$ cat src/rtl/pipe_xor_reduce.sv
// rtl/pipe_xor_reduce.sv - pipelined 6-ary XOR-reduction tree computing the parity of a wide vector
//
// Ports:
//   clk    in  1      rising-edge clock
//   rst_n  in  1      asynchronous active-low reset, clears every stage register
//   a      in  WIDTH  data vector, sampled every rising edge
//   out    out 1      registered parity of the vector sampled LATENCY edges earlier
module pipe_xor_reduce #(
    parameter int WIDTH = 100
) (
    input  logic             clk,
    input  logic             rst_n,
    input  logic [WIDTH-1:0] a,
    output logic             out
);

    // Width of the register vector after k reduction stages.
    function automatic int stage_width(input int w, input int k);
        int r;
        r = w;
        for (int i = 0; i < k; i++) begin
            r = (r + 5) / 6;
        end
        return r;
    endfunction

    // Number of stages needed to reach a single bit; at least one so that
    // out always comes straight from a flop, even for WIDTH == 1.
    function automatic int calc_latency(input int w);
        int r;
        int n;
        r = w;
        n = 0;
        while (r > 1) begin
            r = (r + 5) / 6;
            n++;
        end
        return (n < 1) ? 1 : n;
    endfunction

    localparam int LATENCY = calc_latency(WIDTH);

    for (genvar k = 1; k <= LATENCY; k++) begin : g_stage
        localparam int IW = stage_width(WIDTH, k - 1);
        localparam int OW = stage_width(WIDTH, k);

        logic [IW-1:0]   stage_in;
        logic [OW*6-1:0] stage_pad;
        logic [OW-1:0]   stage_d;
        logic [OW-1:0]   stage_q;

        if (k == 1) begin : g_first
            assign stage_in = a;
        end else begin : g_next
            assign stage_in = g_stage[k-1].stage_q;
        end

        // Zero-extend to a whole number of 6-bit groups so the last, partial
        // group XORs only its real bits.
        always_comb begin
            stage_pad = '0;
            stage_pad[IW-1:0] = stage_in;
            stage_d = '0;
            for (int j = 0; j < OW; j++) begin
                stage_d[j] = ^stage_pad[j*6 +: 6];
            end
        end

        always_ff @(posedge clk or negedge rst_n) begin
            if (!rst_n) begin
                stage_q <= '0;
            end else begin
                stage_q <= stage_d;
            end
        end
    end

    assign out = g_stage[LATENCY].stage_q[0];

endmodule

$ cat config.mk
export PLATFORM = sky130hd
export DESIGN_NAME = pipe_xor_reduce
export DESIGN_NICKNAME = d
export VERILOG_FILES = /design/src/rtl/pipe_xor_reduce.sv
export SDC_FILE = /design/constraint.sdc
export NUM_CORES = 1
export LEC_CHECK = 0
export ABC_AREA = 1
export CAP_MARGIN = 10
export CELL_PAD_IN_SITES_DETAIL_PLACEMENT = 1
export CELL_PAD_IN_SITES_GLOBAL_PLACEMENT = 1
export CORE_MARGIN = 8
export CORE_UTILIZATION = 28
export DETAILED_ROUTE_END_ITERATION = 7
export GPL_ROUTABILITY_DRIVEN = 0
export PLACE_DENSITY = 0.93
export SLEW_MARGIN = 25
export SYNTH_ARGS = -nofsm -noshare
export SYNTH_HDL_FRONTEND = slang
export SYNTH_SLANG_ARGS = --single-unit
$ cat constraint.sdc
create_clock -name clk -period 1.13 [get_ports clk]
set_clock_uncertainty 0.15 [all_clocks]
set_input_delay 0.113 -clock clk [delete_from_list [all_inputs] [get_ports clk]]
set_output_delay 0.113 -clock clk [all_outputs]
set_load 0.01 [all_outputs]
==> impl_metrics.yaml <==
cts:
  tritoncts.num_buffers: 3
  cts_root_buf: "sky130_fd_sc_hd__clkbuf_8"
  clock_sink_count: 21
  cts.htree.levels: 1
  cts.clk_slew.worst_paths_ns: 0.08
  cts_max_path_buffers: 2
  clock_latency_ns: 0.26
  cts_tree: "yes"
yosys:
  synth.area.mux_share: 0
  synth_top_family_by_area: "simple AND/OR/NAND/NOR gates"
  synth_seq_area_share: 0.207
  synthDistinctLibCells: 7
  yosys_warnings: 0
  postSynthCellCount: 489
  synth_adder_area_share: 0
  post_synthesis_area_per_instance_sq_um: 5.20
  synth_simple_gate_area_share: 0.538
  post_synth_xor_area_fraction: 0.145
  mappedNetlistNets: 591
  mappedNetlistArea_sq_um: 2540
  synth-compound-area-share: 0
  synth-seq-cells: 21
global_route:
  grt_usage: 0.133
  grt_antenna_before_repair: 0
  grt_pass1_vias: 3591
  grt_pass1_wl_um: 14500
  met1_usage: 0.123
  globalRoute.totalOverflow: 0
  gr_layer_usage_met3: 0.0346
  grt_start_max_net_pins: 22
  globalRouteMet2Util: 0.277
  gr-max-usage-layer: "met2"
critical_path:
  kind_of_launch_point_of_the_worst_setup_path: "flop"
  critPathKind: "flop to flop"
  worst_setup_path_end_kind: "flop"
  critical_path.max_fanout: 2
  critPathArrivalTime_ns: 1.12
  cp_data_required_time_ns: 1.18
hold_path:
  hp-class: "input pin to async pin"
routing:
  post-route-drc-count: 0
  postRouteAntennaNets: 0
  detail_route.vias_per_cell: 4.53
  first_pass_iters: 3
  avgRoutedWirePerCell_um: 11.6
  first_iter_violations: 50
  routed_wl_um: 8220
  routed-via-count: 3198
place:
  post_dp_cell_area_sq_um: 3720
  hpwlAfterDp_um: 7500
  placed_cells_incl_taps: 700
  portBuffers: 102
  placement_setup_slack_ns: -0.157
final_layout:
  final_cell_area_excluding_filler_cells_sq_um: 3790
  post_layout_nonfiller_instances: 706
  diodes: 0
  finish.utilization: 0.433
  layout-area-overhead-vs-synth_pct: 49.1
  design.final.nets: 701
  fraction_of_final_layout_cells_with_drive_strength_greater_than_1: 0.0251
floorplanning:
  ios: 103
  start_util: 0.290
  core-area_sq_um: 8760
  die_x_um: 111
  vert_die_dim_um: 111
  cell_row_count: 34
  design.die.area_sq_um: 12400
run_status:
  result_of_the_run: "complete, no violations"
sta:
  worst_pin_slew_ns: 0.198
  layout_setup_ws_ns: 0.0647
  maxClockFrequency_ghz: 0.939
  final.hold.worst_slack_ns: 0.0496
  final.period_utilization: 0.943
  relative_slew_slack: 0.867
  finalSetupTns_ns: 0
  finalCriticalPeriod_ns: 1.07
  hold_viol_final: 0
  slew_viol_final: 0
  rsz0062_at_grt: "true"
  timing.final.setup_violations: 0
power_and_ir_drop:
  static-leakage-power_nw: 2.16
  fin_total_pwr_mw: 3.08
  power_density_nw_per_um2: 813
  max-vdd-ir-drop_mv: 0.413
run:
  maxCapViolCount: 0
==> repair_timing <==
| action | in CTS | in global routing |
|---|---|---|
| resized for setup | 3 | 10 |
| setup buffers | 0 | 2 |
| setup endpoints to repair | 1 | 5 |
| hold buffers | 0 | 0 |
| pin swaps | 0 | 3 |
==> final cells by class <==
class                   instances  area [sq um]
well taps                     108           135
fillers                      1241          4970
clock buffers                   4          45.0
multi-input cells             393          1750
flip-flops and latches         21           526
inverters                      75           282
repair buffers                105          1050
==> Yosys cell counts, drive strengths merged <==
| cell | instances | area, sq um |
|---|---|---|
| nand2 | 313 | 1170 |
| nand3 | 37 | 185 |
| xor2 | 20 | 175 |
| dfrtp | 21 | 526 |
| nand3b | 1 | 7.51 |
| inv | 75 | 282 |
| xnor2 | 22 | 193 |
==> worst max-delay path: stages (launching register included) <==
cell                      delay [ns]
sky130_fd_sc_hd__dfrtp_1        0.39
sky130_fd_sc_hd__buf_4          0.14
sky130_fd_sc_hd__nand2_1        0.06
sky130_fd_sc_hd__nand2_2        0.07
sky130_fd_sc_hd__nand2_1        0.07
sky130_fd_sc_hd__nand3_1        0.08
sky130_fd_sc_hd__nand2_1        0.06
==> cells in the final DEF (no fill, tap or decap) <==
cell type                         netlist  layout
sky130_fd_sc_hd__inv_1                 75      73
sky130_fd_sc_hd__xor2_1                20      20
sky130_fd_sc_hd__nand2_1              313     307
sky130_fd_sc_hd__nand3b_1               1       1
sky130_fd_sc_hd__inv_2                  0       2
sky130_fd_sc_hd__clkdlybuf4s50_1        0     100
sky130_fd_sc_hd__nand3_1               37      37
sky130_fd_sc_hd__xnor2_1               22      22
sky130_fd_sc_hd__buf_12                 0       1
sky130_fd_sc_hd__nand2_2                0       6
sky130_fd_sc_hd__dlymetal6s2s_1         0       1
sky130_fd_sc_hd__buf_2                  0       1
sky130_fd_sc_hd__clkbuf_8               0       3
sky130_fd_sc_hd__clkbuf_1               0       1
sky130_fd_sc_hd__dfrtp_1               21      21
sky130_fd_sc_hd__buf_4                  0       2
==> layer usage <==
layer	share of wire	wire length, um
met1	0.38	3150
met2	0.55	4510
met3	0.058	476
met4	0.011	90
met5	0	0
==> final timing paths <==
| path | endpoint | slack, ns | cells after the start | from |
|---|---|---|---|---|
| setup / recovery | g_stage[2].stage_q[0] | 0.06 | 6 | g_stage[1].stage_q[1] |
| hold / removal | g_stage[1].stage_q[15] | 0.05 | 2 | rst_n |
| setup reg to reg | g_stage[2].stage_q[0] | 0.06 | 6 | g_stage[1].stage_q[1] |
| hold reg to reg | out | 0.31 | 1 | g_stage[2].stage_q[2] |
| max in group asynchronous | g_stage[2].stage_q[0] | 0.64 | 2 | rst_n |
| min in group clk | g_stage[1].stage_q[1] | 0.21 | 6 | a[7] |
==> where the power goes <==
group	internal, mW	total [mW]	switching, mW	leakage, nW
Clock	0.251	0.498	0.247	0.0228
Sequential	0.928	1.04	0.108	0.241
Combinational	0.790	1.55	0.758	1.89
==> state kept, by name (all words and copies together), names as in the netlist <==
signal,count
g_stage.stage_q,20
out,1
==> kinds of logic after synthesis <==
family                    Yosys count
and+or+nand+nor                   351
buffers and inverters              75
xor gates and xnor gates           42
DFF                                21
Power figures use the tool's default switching activity.
